`src/rtl/aes_guard_pkg.sv`:
```
// Shared types and constants for the redundant-AES result guard.
package aes_guard_pkg;

  typedef enum logic [1:0] {
    ST_IDLE    = 2'd0,
    ST_COLLECT = 2'd1,
    ST_DECIDE  = 2'd2,
    ST_LOCKED  = 2'd3
  } state_e;

  localparam logic MODE_STRICT   = 1'b0;
  localparam logic MODE_MAJORITY = 1'b1;

  function automatic int fault_cnt_w(input int limit);
    return $clog2(limit + 1);
  endfunction

endpackage

```
`src/rtl/aes_lane_vote.sv`:
```
// Combinational strict/majority vote over captured lane results.
module aes_lane_vote
  import aes_guard_pkg::*;
#(
  parameter int DATA_W = 128,
  parameter int LANES  = 3
) (
  input  logic [LANES-1:0][DATA_W-1:0] cap_data,
  input  logic [LANES-1:0]             cap_mask,
  input  logic                         mode,
  output logic                         pass,
  output logic [DATA_W-1:0]            value,
  output logic                         corrected
);

  localparam int CW  = $clog2(LANES + 1);
  localparam int MAJ = LANES / 2 + 1;

  // agree[i]: captured lanes holding the same value as lane i (itself included)
  logic [LANES-1:0][CW-1:0] agree;

  always_comb begin
    agree = '0;
    for (int i = 0; i < LANES; i++) begin
      for (int j = 0; j < LANES; j++) begin
        if (cap_mask[i] && cap_mask[j] && (cap_data[i] == cap_data[j]))
          agree[i] = agree[i] + CW'(1);
      end
    end
  end

  always_comb begin
    pass      = 1'b0;
    value     = '0;
    corrected = 1'b0;
    if (mode == MODE_MAJORITY) begin
      // A majority value is unique, so scan order only picks among equal copies.
      for (int i = LANES - 1; i >= 0; i--) begin
        if (agree[i] >= CW'(MAJ)) begin
          pass      = 1'b1;
          value     = cap_data[i];
          corrected = (agree[i] != CW'(LANES));
        end
      end
    end else if (agree[0] == CW'(LANES)) begin
      pass  = 1'b1;
      value = cap_data[0];
    end
  end

endmodule

```
`src/rtl/aes_redundancy_voter.sv`:
```
// Collects redundant AES lane results, votes, counts faults and locks out.
module aes_redundancy_voter
  import aes_guard_pkg::*;
#(
  parameter int DATA_W      = 128,
  parameter int LANES       = 3,
  parameter int TIMEOUT     = 64,
  parameter int FAULT_LIMIT = 4
) (
  input  logic                                   clk,
  input  logic                                   rst,
  input  logic                                   start,
  input  logic                                   mode,
  input  logic [LANES-1:0]                       lane_valid,
  input  logic [LANES*DATA_W-1:0]                lane_data,
  output logic                                   busy,
  output logic                                   out_valid,
  output logic [DATA_W-1:0]                      out_data,
  output logic                                   fault,
  output logic                                   corrected,
  output logic                                   timeout_err,
  output logic [fault_cnt_w(FAULT_LIMIT)-1:0]    fault_cnt,
  output logic                                   locked
);

  localparam int TW = $clog2(TIMEOUT + 1);
  localparam int CW = fault_cnt_w(FAULT_LIMIT);

  logic [LANES-1:0][DATA_W-1:0] lane_arr;
  assign lane_arr = lane_data;

  state_e                       state_q, state_d;
  logic                         mode_q, mode_d;
  logic [LANES-1:0]             mask_q, mask_d;
  logic [LANES-1:0][DATA_W-1:0] cap_q, cap_d;
  logic [TW-1:0]                timer_q, timer_d;
  logic                         tmo_q, tmo_d;
  logic                         out_valid_q, out_valid_d;
  logic [DATA_W-1:0]            out_data_q, out_data_d;
  logic                         fault_q, fault_d;
  logic                         corrected_q, corrected_d;
  logic                         timeout_err_q, timeout_err_d;
  logic [CW-1:0]                fault_cnt_q, fault_cnt_d;
  logic                         locked_q, locked_d;

  logic                         vote_pass, vote_corrected;
  logic [DATA_W-1:0]            vote_value;

  aes_lane_vote #(.DATA_W(DATA_W), .LANES(LANES)) u_vote (
    .cap_data  (cap_q),
    .cap_mask  (mask_q),
    .mode      (mode_q),
    .pass      (vote_pass),
    .value     (vote_value),
    .corrected (vote_corrected)
  );

  always_comb begin
    state_d       = state_q;
    mode_d        = mode_q;
    mask_d        = mask_q;
    cap_d         = cap_q;
    timer_d       = timer_q;
    tmo_d         = tmo_q;
    out_valid_d   = 1'b0;
    out_data_d    = out_data_q;
    fault_d       = fault_q;
    corrected_d   = corrected_q;
    timeout_err_d = timeout_err_q;
    fault_cnt_d   = fault_cnt_q;
    locked_d      = locked_q;
    case (state_q)
      ST_IDLE: begin
        if (start) begin
          state_d = ST_COLLECT;
          mode_d  = mode;
          mask_d  = '0;
          timer_d = '0;
          tmo_d   = 1'b0;
        end
      end
      ST_COLLECT: begin
        for (int i = 0; i < LANES; i++) begin
          if (lane_valid[i] && !mask_q[i]) begin
            mask_d[i] = 1'b1;
            cap_d[i]  = lane_arr[i];
          end
        end
        timer_d = timer_q + TW'(1);
        // A lane arriving in the final timer cycle still completes the set.
        if (&mask_d) begin
          state_d = ST_DECIDE;
        end else if (timer_d == TW'(TIMEOUT)) begin
          state_d = ST_DECIDE;
          tmo_d   = 1'b1;
        end
      end
      ST_DECIDE: begin
        out_valid_d   = 1'b1;
        timeout_err_d = tmo_q;
        if (vote_pass && !tmo_q) begin
          out_data_d  = vote_value;
          fault_d     = 1'b0;
          corrected_d = vote_corrected;
          state_d     = ST_IDLE;
        end else begin
          out_data_d  = '0;
          fault_d     = 1'b1;
          corrected_d = 1'b0;
          if (fault_cnt_q != CW'(FAULT_LIMIT))
            fault_cnt_d = fault_cnt_q + CW'(1);
          if (fault_cnt_d == CW'(FAULT_LIMIT)) begin
            state_d  = ST_LOCKED;
            locked_d = 1'b1;
          end else begin
            state_d = ST_IDLE;
          end
        end
      end
      default: ;
    endcase
  end

  always_ff @(posedge clk or posedge rst) begin
    if (rst) begin
      state_q       <= ST_IDLE;
      mode_q        <= 1'b0;
      mask_q        <= '0;
      cap_q         <= '0;
      timer_q       <= '0;
      tmo_q         <= 1'b0;
      out_valid_q   <= 1'b0;
      out_data_q    <= '0;
      fault_q       <= 1'b0;
      corrected_q   <= 1'b0;
      timeout_err_q <= 1'b0;
      fault_cnt_q   <= '0;
      locked_q      <= 1'b0;
    end else begin
      state_q       <= state_d;
      mode_q        <= mode_d;
      mask_q        <= mask_d;
      cap_q         <= cap_d;
      timer_q       <= timer_d;
      tmo_q         <= tmo_d;
      out_valid_q   <= out_valid_d;
      out_data_q    <= out_data_d;
      fault_q       <= fault_d;
      corrected_q   <= corrected_d;
      timeout_err_q <= timeout_err_d;
      fault_cnt_q   <= fault_cnt_d;
      locked_q      <= locked_d;
    end
  end

  assign busy        = (state_q == ST_COLLECT) || (state_q == ST_DECIDE);
  assign out_valid   = out_valid_q;
  assign out_data    = (state_q == ST_LOCKED) ? '0 : out_data_q;
  assign fault       = fault_q;
  assign corrected   = corrected_q;
  assign timeout_err = timeout_err_q;
  assign fault_cnt   = fault_cnt_q;
  assign locked      = locked_q;

endmodule

```
`config.mk`:
```
export PLATFORM = sky130hd
export DESIGN_NAME = aes_redundancy_voter
export DESIGN_NICKNAME = d
export VERILOG_FILES = /design/src/rtl/aes_guard_pkg.sv /design/src/rtl/aes_lane_vote.sv /design/src/rtl/aes_redundancy_voter.sv
export SDC_FILE = /design/constraint.sdc
export NUM_CORES = 2
export LEC_CHECK = 0
export CAP_MARGIN = 30
export CORE_ASPECT_RATIO = 0.9
export CORE_MARGIN = 8
export CORE_UTILIZATION = 30
export DETAILED_ROUTE_END_ITERATION = 8
export PLACE_DENSITY_LB_ADDON = 0.15
export SLEW_MARGIN = 0
export SYNTH_ARGS = -nofsm -noshare
export SYNTH_HDL_FRONTEND = slang
export SYNTH_SLANG_ARGS = --single-unit
```
`constraint.sdc`:
```
create_clock -name clk -period 15.5 [get_ports clk]
set_clock_uncertainty 0.1 [all_clocks]
set_input_delay 1.55 -clock clk [delete_from_list [all_inputs] [get_ports clk]]
set_output_delay 1.55 -clock clk [all_outputs]
set_load 0.03 [all_outputs]
```
Yosys cells after proc, flatten, opt, wreduce, memory -nomap -nowiden
Cells that the tools add are included.
Cells by class
  add/subtract/negate cells: 8
  magnitude comparators: 3
  equality and inequality tests: 20
  multiplexer cells: 51
  bitwise logic cells: 1
  reduce and logical (&&, ||, !) cells: 31
Operators by type and width (number)
  $mux 128: 7
  $eq 128x128->1: 6
  $mux 1: 24
  $mux 2: 11
  $pmux 7 s2: 1
  $logic_and 1x1->1: 13
  $mux 3: 4
  $ne 2x2->1 const B: 6
  $reduce_and 2->1: 6
  $reduce_and 3->1: 3
  $add 2x1->2 const B: 4
  $add 7x1->7 const B: 1
  $eq 7x7->1 const B: 1
  $mux 7: 1
  $eq 2x2->1 const B: 3
  $ge 2x2->1 const B: 3
  $ne 3x3->1 const B: 2
  $pmux 2 s3: 1
  $pmux 3 s2: 1
  $add 1x1->2 const B: 2
  $logic_not 1->1: 4
  $reduce_and 4->1: 1
  $add 3x1->3 const B: 1
  $eq 3x3->1 const B: 1
  other kinds (7): 7
Storage, ports and cells
  register bits after elaboration: 534
  input bits: 391
  output and inout port bits: 137
  logic and storage cells: 129

Longest topological paths before layout
  depth after elaboration: 19
  mapped depth: 20
  gate-level depth less buffers: 16

Cells and area by module
A second synthesis with hierarchy kept.
Second synthesis, totals
  cells, all modules: 2866
  area total of the unflattened synthesis: 29884.9 µm²
Modules (own cells, without submodules)
  aes_redundancy_voter: instances 1, cells an instance 1622, area an instance 20822.5 µm², seq. area each 13362.8 µm²
  aes_lane_vote: instances 1, cells an instance 1244, area an instance 9062.4 µm², seq. area each 0.0 µm²

Worst setup path after synthesis
Ideal clock, no wire load.
  path kind: register -> register
  start: register cap_q[257] (netlist name)
  end: register out_data_q[100]
  library setup time: 67 ps
  data arrival time: 3244 ps
  required time: 15333 ps
  slack: 12088 ps
  stages on the path, launching flop included: 17
  buffers on the path: 4
  period minus slack after synthesis: 3412 ps
  path through: dfrtp_1 > xnor2_1 > o2111ai_1 > or4_1 > nor4_2 > nand4_2 > inv_1 > fa_1 > nand2b_1 > clkbuf_1 > a211oi_1 > or2_1 > buf_4 > buf_6 > buf_2 > a21oi_1 > a32o_1
On the way
  cells in the longest elaborated chain, start to end: 14
  elaborated cells between the ends (all ways): 31
  classes of those cells: add/sub (2); order compare (3); eq/ne (5); mux (16); reduce/logical (5)
RTL lines
  start: declaration: RTL line aes_redundancy_voter.sv:35  | logic [LANES-1:0][DATA_W-1:0] cap_q, cap_d;
  start signal: assignment: RTL line aes_redundancy_voter.sv:143  | cap_q <= cap_d;
  $eq 128x128->1: RTL line aes_lane_vote.sv:26  | if (cap_mask[i] && cap_mask[j] && (cap_data[i] == cap_data[j]))
  $logic_and 1x1->1: RTL line aes_lane_vote.sv:26
  $mux 1: RTL line aes_lane_vote.sv:26
  $add 1x1->2: RTL line aes_lane_vote.sv:27  | agree[i] = agree[i] + CW'(1);
  $mux 2: RTL line aes_lane_vote.sv:26
  $add 2x1->2: RTL line aes_lane_vote.sv:27
  $mux 2: RTL line aes_lane_vote.sv:26
  $ge 2x2->1: RTL line aes_lane_vote.sv:39  | if (agree[i] >= CW'(MAJ)) begin
  $mux 1 (3 in a row): RTL line aes_lane_vote.sv:39
  $mux 1: RTL line aes_lane_vote.sv:36  | if (mode == MODE_MAJORITY) begin
  $logic_and 1x1->1: RTL line aes_redundancy_voter.sv:101  | if (vote_pass && !tmo_q) begin
  $mux 128 (*): RTL line aes_redundancy_voter.sv:101
  end signal: assignment: RTL line aes_redundancy_voter.sv:147  | out_data_q <= out_data_d;
  end: declaration: RTL line aes_redundancy_voter.sv:39  | logic [DATA_W-1:0] out_data_q, out_data_d;
Every way passes the cells marked *; elsewhere a longest branch is shown, timed or not.
A chain may end at the register's enable or synchronous reset.

Worst setup path after layout
  start: register cap_q[73] (netlist name)
  end: register out_data_q[61]
Same word-level chain as after synthesis.

==> flow_summary_export.csv <==
group,metric,value,unit
hold_path,worstHoldStart,"locked$_DFFE_PP0P_",
synthesis,yosys_register_bits,534,
timing,hold_viol_final,0,
hold_path,whs_path_depth,1,
drt,viasPerCell,5.61,
final_layout,drive_gt1_frac,0.172,
synthesis,yosys_warnings,0,
setup_path,crit_path_start,"cap_q[73]$_DFFE_PP0P_",
die,core-area,94800,um^2
synthesis,synth_area,28700,um^2
synthesis,ys_async_sr_fraction,1.00,
clocking,cts_buffer_depth,3,
timing,setup_viol,0,
setup_path,rrSetupSlack,9.01,ns
status,status,"completed",
die,start_util,0.303,
setup_path,criticalPathCategory,"reg2reg",
synthesis,synth.avg_cell_area,10.6,um^2
synthesis,synth_nets,3109,
global_route,grt_usage,0.303,
timing,finalCriticalPeriod,6.49,ns
place,port_buffers,527,
final_layout,nNetsFinal,3584,
timing,worstMarginPinSlew,1.15,ns
drt,dr.pass1.iters,6,
setup_path,crit_path_start_kind,"flip-flop",
global_route,grt_pass1_vias,25762,
power,power_density,261,nW/um^2
clocking,ctsResizeCount,0,
power,p_sw,4.96,mW
setup_path,rr_worst_depth,15,
clocking,post-cts-setup-buffers,0,
global_route,grt_pass1_wl,223000,um
hold_path,whs_endpoint,"locked$_DFFE_PP0P_",
final_layout,area_growth,30.5,%
drt,drtIter0Drc,2805,
die,ios,528,
final_layout,fillers,9254,
job,cap_viol_max_count,0,
timing,maxSlewHeadroom,0.233,
clocking,cts_tree,"yes",
drt,ant_nets,0,
power,clockPowerShare,0.171,
clocking,numCtsBuffers,66,
setup_path,cp.arrival,6.94,ns
power,vdd_ir_drop_max,0.121,mV
place,dp_hpwl,131000,um
drt,drt-wirelength-per-cell,37.1,um
die,row_count,107,
global_route,grt_remaining_overflow,0,
drt,wl,166000,um
setup_path,r2r-start,"cap_q[73]$_DFFE_PP0P_",
timing,fin_setup_tns,0,ns
setup_path,cp.required,15.95,ns
clocking,root_buffer,"clkbuf_16",
die,die_y,310,um
power,seq_power_share,0.333,
timing,rsz0062_at_grt,"false",
setup_path,crit_fanout,58,
timing,slew_viol_final,0,
power,finalPower,9.79,mW
power,leakagePower,15.4,nW
clocking,clk_pin_slew,0.06,ns
synthesis,synth.yosys.seq_area_share,0.465,
global_route,antenna_found_initial,14,
timing,max_freq,0.154,GHz
setup_path,cp-end-kind,"flip-flop",
drt,drc,0,
power,pwr-share-comb,0.496,
place,place_area,35200,um^2
timing,hold-worst-slack,0.378,ns
synthesis,synth.distinct_cells,64,
drt,num_vias,25150,
global_route,grt_max_degree,165,
die,dieArea,106000,um^2
synthesis,synthCells,2704,
setup_path,r2r_end,"out_data_q[61]$_DFFE_PP0P_",
timing,period_share,0.419,
place,gp_congestion,1.03,
power,swShare,0.507,
synthesis,synth_flop_cell,"dfrtp_1",
synthesis,synth_edf_count,0,
clocking,cts_hold_buf,0,
clocking,htreeDepth,3,
final_layout,design_area,37500,um^2
hold_path,min_path_type,"reg2reg",
clocking,clock_latency,0.64,ns
power,p_int,4.83,mW
die,die_w,342,um
clocking,cts.sinks,534,
-- sequential cells by signal, summed over array words and instances, names as in the netlist, 2 cells and up --
name        count
state_q         2
cap_q         384
timer_q         7
out_data_q    128
fault_cnt       3
mask_q          3
-- layer usage --
| metal | vias up | global-route usage | wire, um |
|---|---|---|---|
| met3 | 225 | 0.0559 | 11600 |
| li1 | 10563 | - | - |
| met1 | 13117 | 0.409 | 72000 |
| met5 | - | 0 | 20 |
| met4 | 2 | 0.0955 | 5750 |
| met2 | 1243 | 0.491 | 76900 |
-- cell families (layout without fill, tap and decap cells) --
kind of cell,count (synthesis),in the layout,share of synthesized area
buffers and inverters,300,827,0.0486
AND/OR/NAND/NOR,807,807,0.141
adder cells (fa/ha/maj),14,14,0.00636
AO/OA/AOI/OAI,422,422,0.115
flip-flops,534,534,0.465
XOR/XNOR,236,236,0.0719
other,0,3,0
multiplexers,391,391,0.153
-- power groups by stage --
stage | clock network [mW] | registers [mW] | logic (mW)
after CTS | 1.70 | 3.22 | 4.78
after floorplan | 0 | 2.65 | 2.62
after detailed placement | 0 | 3.24 | 4.75
after global placement | 0 | 3.22 | 4.74
final | 1.67 | 3.26 | 4.86
after global routing | 1.74 | 3.30 | 4.99
-- layout by cell type, fill, tap and decap left out, drive strengths merged, types with 4 or more instances in the layout --
master / instances
nor3: 18
xnor2: 82
a32o: 128
ha: 13
a2111oi: 14
nand3b: 11
a221oi: 16
buf: 40
clkinv: 10
o221ai: 7
clkbuf: 95
o2111ai: 14
nand4: 40
nand2: 220
o22ai: 44
mux2: 388
a22o: 9
or4: 5
nor4: 52
xor2: 154
clkinvlp: 5
dfrtp: 534
a2111o: 4
o211ai: 4
clkdlybuf4s50: 527
nand2b: 42
a22oi: 62
nor2: 169
inv: 142
nand3: 58
o21ai: 11
a21oi: 88
and3: 4
bufinv: 8
nor2b: 178
-- through the flow --
step                cells  utilization  setup WS, ns
floorplan            2704            -          6.59
global placement     4356        0.370          8.94
detailed placement   4362        0.371          9.23
CTS                  4482        0.395          9.21
global route         4484        0.396          8.96
finish               4487        0.396          9.01
-- cell usage after synthesis (13+ instances only) --
master     instances  area (um^2)
nand2_1          219          822
a21oi_1           87          435
nand3_1           58          290
clkbuf_1         115          432
inv_1            138          518
a22oi_1           62          465
nor4_1            50          313
nand4_1           39          244
nor2_1           169          634
nor3_1            17         85.1
a221oi_1          16          140
nand2b_1          42          263
ha_1              13          163
a2111oi_0         14          123
o22ai_1           44          275
nor2b_1          178         1110
buf_2             22          110
mux2_2           388         4370
o2111ai_1         14          123
dfrtp_1          534        13400
a32o_1           128         1280
xnor2_1           82          718
xor2_1           154         1350
-- area by class of cell --
| class | instances | area [um^2] | area share |
|---|---|---|---|
| multi-input cells | 1870 | 14100 | 0.375 |
| inverters | 140 | 534 | 0.0142 |
| repair buffers | 567 | 5670 | 0.151 |
| flip-flops and latches | 534 | 13400 | 0.356 |
| clock buffers | 95 | 1950 | 0.0521 |
| clock inverters | 25 | 350 | 0.00934 |
| diodes | 3 | 7.51 | 0.000200 |
| well taps | 1253 | 1570 | 0.0418 |
-- critical path: stages (launching register included) --
cell and delay (ns):
dfrtp_1 0.53, inv_1 0.23, a2111oi_0 0.85, nand4_1 0.31
nor4_1 0.71, nand4_2 0.39, inv_1 0.22, fa_1 0.30
nand2b_4 0.34, a211oi_1 0.12, o21ba_2 0.30, nor3_4 0.12
buf_4 0.66, buf_4 0.48, buf_16 0.29, a32o_1 0.23
-- worst max-delay path by stage --
stage | to | slack (ns) | cells after the start
floorplan | cap_q[0]$_DFFE_PP0P_ | 6.59 | 1
global placement | out_data_q[89]$_DFFE_PP0P_ | 8.94 | 14
detailed placement | out_data_q[89]$_DFFE_PP0P_ | 9.23 | 15
CTS | out_data_q[64]$_DFFE_PP0P_ | 9.21 | 15
global route | out_data_q[90]$_DFFE_PP0P_ | 8.96 | 15
finish | out_data_q[61]$_DFFE_PP0P_ | 9.01 | 15
Note: power is estimated with default switching activity, not from simulation.
==> edit, RTL diff (same settings) <==
Register the outputs `busy` and `out_data`, cleared by the reset; this adds one clock of latency there. The other outputs are not delayed to match.
--- a/src/rtl/aes_redundancy_voter.sv
+++ b/src/rtl/aes_redundancy_voter.sv
@@ -153,9 +153,16 @@
     end
   end
 
-  assign busy        = (state_q == ST_COLLECT) || (state_q == ST_DECIDE);
   assign out_valid   = out_valid_q;
-  assign out_data    = (state_q == ST_LOCKED) ? '0 : out_data_q;
+  always_ff @(posedge clk or posedge rst) begin
+    if (rst) begin
+      busy     <= '0;
+      out_data <= '0;
+    end else begin
+      busy     <= (state_q == ST_COLLECT) || (state_q == ST_DECIDE);
+      out_data <= (state_q == ST_LOCKED) ? '0 : out_data_q;
+    end
+  end
   assign fault       = fault_q;
   assign corrected   = corrected_q;
   assign timeout_err = timeout_err_q;
Function: changed (Yosys sat finds a counterexample within 4 cycles, from zero or initial values and one cycle with rst high).
==> edit against the original RTL <==
Sequential cell count grew 129. Design area grew 12%. Utilization fell by 0.44 points. Sequential share of layout area grew 4.0 points. Combinational power about the same. Area after synthesis is 12% higher. Power is 8.1% higher. Final cell count increased by 6.4%. Worst setup slack got worse by 100 ps. Wire length increased by 9.6%.
==> edit: results (changes against the original RTL) <==
[critical_path]
critPathMaxFanout=49  ; was 58
regToRegSetupSlack_ps=8910  ; was 9010 ps
slowest_stage=nor4_1  ; was a2111oi_0
r2r_cells=19  ; was 15
r2r-end=out_data_q[89]  ; was out_data_q[61]
arrival_ps=7090  ; was 6940 ps
cp-startpoint=cap_q[281]  ; was cap_q[73]

[run_status]
outcome=finished, final reports clean  ; unchanged

[clock_network]
cts_max_level=3  ; unchanged
clock-sinks=663  ; was 534
clk_latency_ps=670  ; was 640 ps

[yosys]
netlist_instances=2749  ; was 2,704
synth_compound_area_share_pct=7.65  ; was 11.5%
synthMuxAreaShare_pct=17.7  ; was 15.3%
synth_xor_area_share_pct=6.64  ; was 7.19%
ys_top_cells_by_count=dfrtp_1, mux2_2, nor2b_1, inv_1, a221o_1  ; was dfrtp_1, mux2_2, nand2_1, nor2b_1, nor2_1
synth_cell_types=59  ; was 64

[cells_and_area]
sh_seq_area_pct=39.6  ; was 35.6%
drive_gt1_share_pct=17.4  ; was 17.2%
clk_share_pct=6.12  ; was 6.14%
syn_to_final_growth_pct=29.8  ; was 30.5%
diodes=4  ; was 3
inverters=199  ; was 140
layout.cells.non_filler=4772  ; was 4,487
multi_input_cells=1752  ; was 1,870
clkbuf_count=104  ; was 95
nNonClkBuffers=571  ; was 567
fill_cells=10353  ; was 9,254
reg_top3=cap_q x384, out_data x128, out_data_q x128  ; was cap_q x384, out_data_q x128, timer_q x7
final_nets=3669  ; was 3,584
multi_input_area_um2=14400  ; was 14,100 um^2

[place]
place_inst=4633  ; was 4,362
placed_area_um2=39300  ; was 35,200 um^2
dp_slack_ps=9050  ; was 9230 ps
place_congestion=0.967  ; was 1.03
dp_hpwl_um=145000  ; was 131,000 um

[sta]
post-route-period-util_pct=42.5  ; was 41.9%
slew_headroom_pct=22.4  ; was 23.3%
whs_ps=364  ; was 378 ps

[hold_path]
hp-class=reg2reg  ; unchanged

[grt]
grt_max_degree=166  ; was 165
antenna_found_initial=10  ; was 14
grt_pass1_wl_um=245000  ; was 223,000 um
grt_pass1_vias=26968  ; was 25,762
grt_use_total_pct=30.0  ; was 30.3%

[pwr]
ir_drop_mv=0.0867  ; was 0.121 mV
power.leakage_nw=18.8  ; was 15.4 nW

[detailed_routing]
dr.first_iter.drc_count=2388  ; was 2,805
wl_um=182000  ; was 166,000 um
vias=25602  ; was 25,150

[die]
die_area_um2=118000  ; was 106,000 um^2

[edit: worst min-delay path by stage]
stage / from / end / cells after the start
finish: locked / locked / 1
global route: locked / locked / 1
CTS: locked / locked / 1
detailed placement: locked / locked / 1
global placement: locked / locked / 1
floorplan: out_data_q[0] / out_data[0] / 1
[edit: metal layers]
layer	routed length (um)	share of wire (%)	GRT usage [%]	vias up
met2	83000	46	47.6	1077
li1	-	-	-	10716
met3	11900	6.5	5.82	167
met5	13	0.0071	0	-
met1	83100	46	42.4	13640
met4	4320	2.4	6.66	2
[edit: power breakdown]
| group | internal (mW) | total, mW | switching, mW |
|---|---|---|---|
| Sequential | 2.53 | 3.84 | 1.31 |
| Combinational | 1.79 | 4.86 | 3.07 |
| Clock | 1.10 | 1.88 | 0.778 |
| Total | 5.42 | 10.6 | 5.16 |
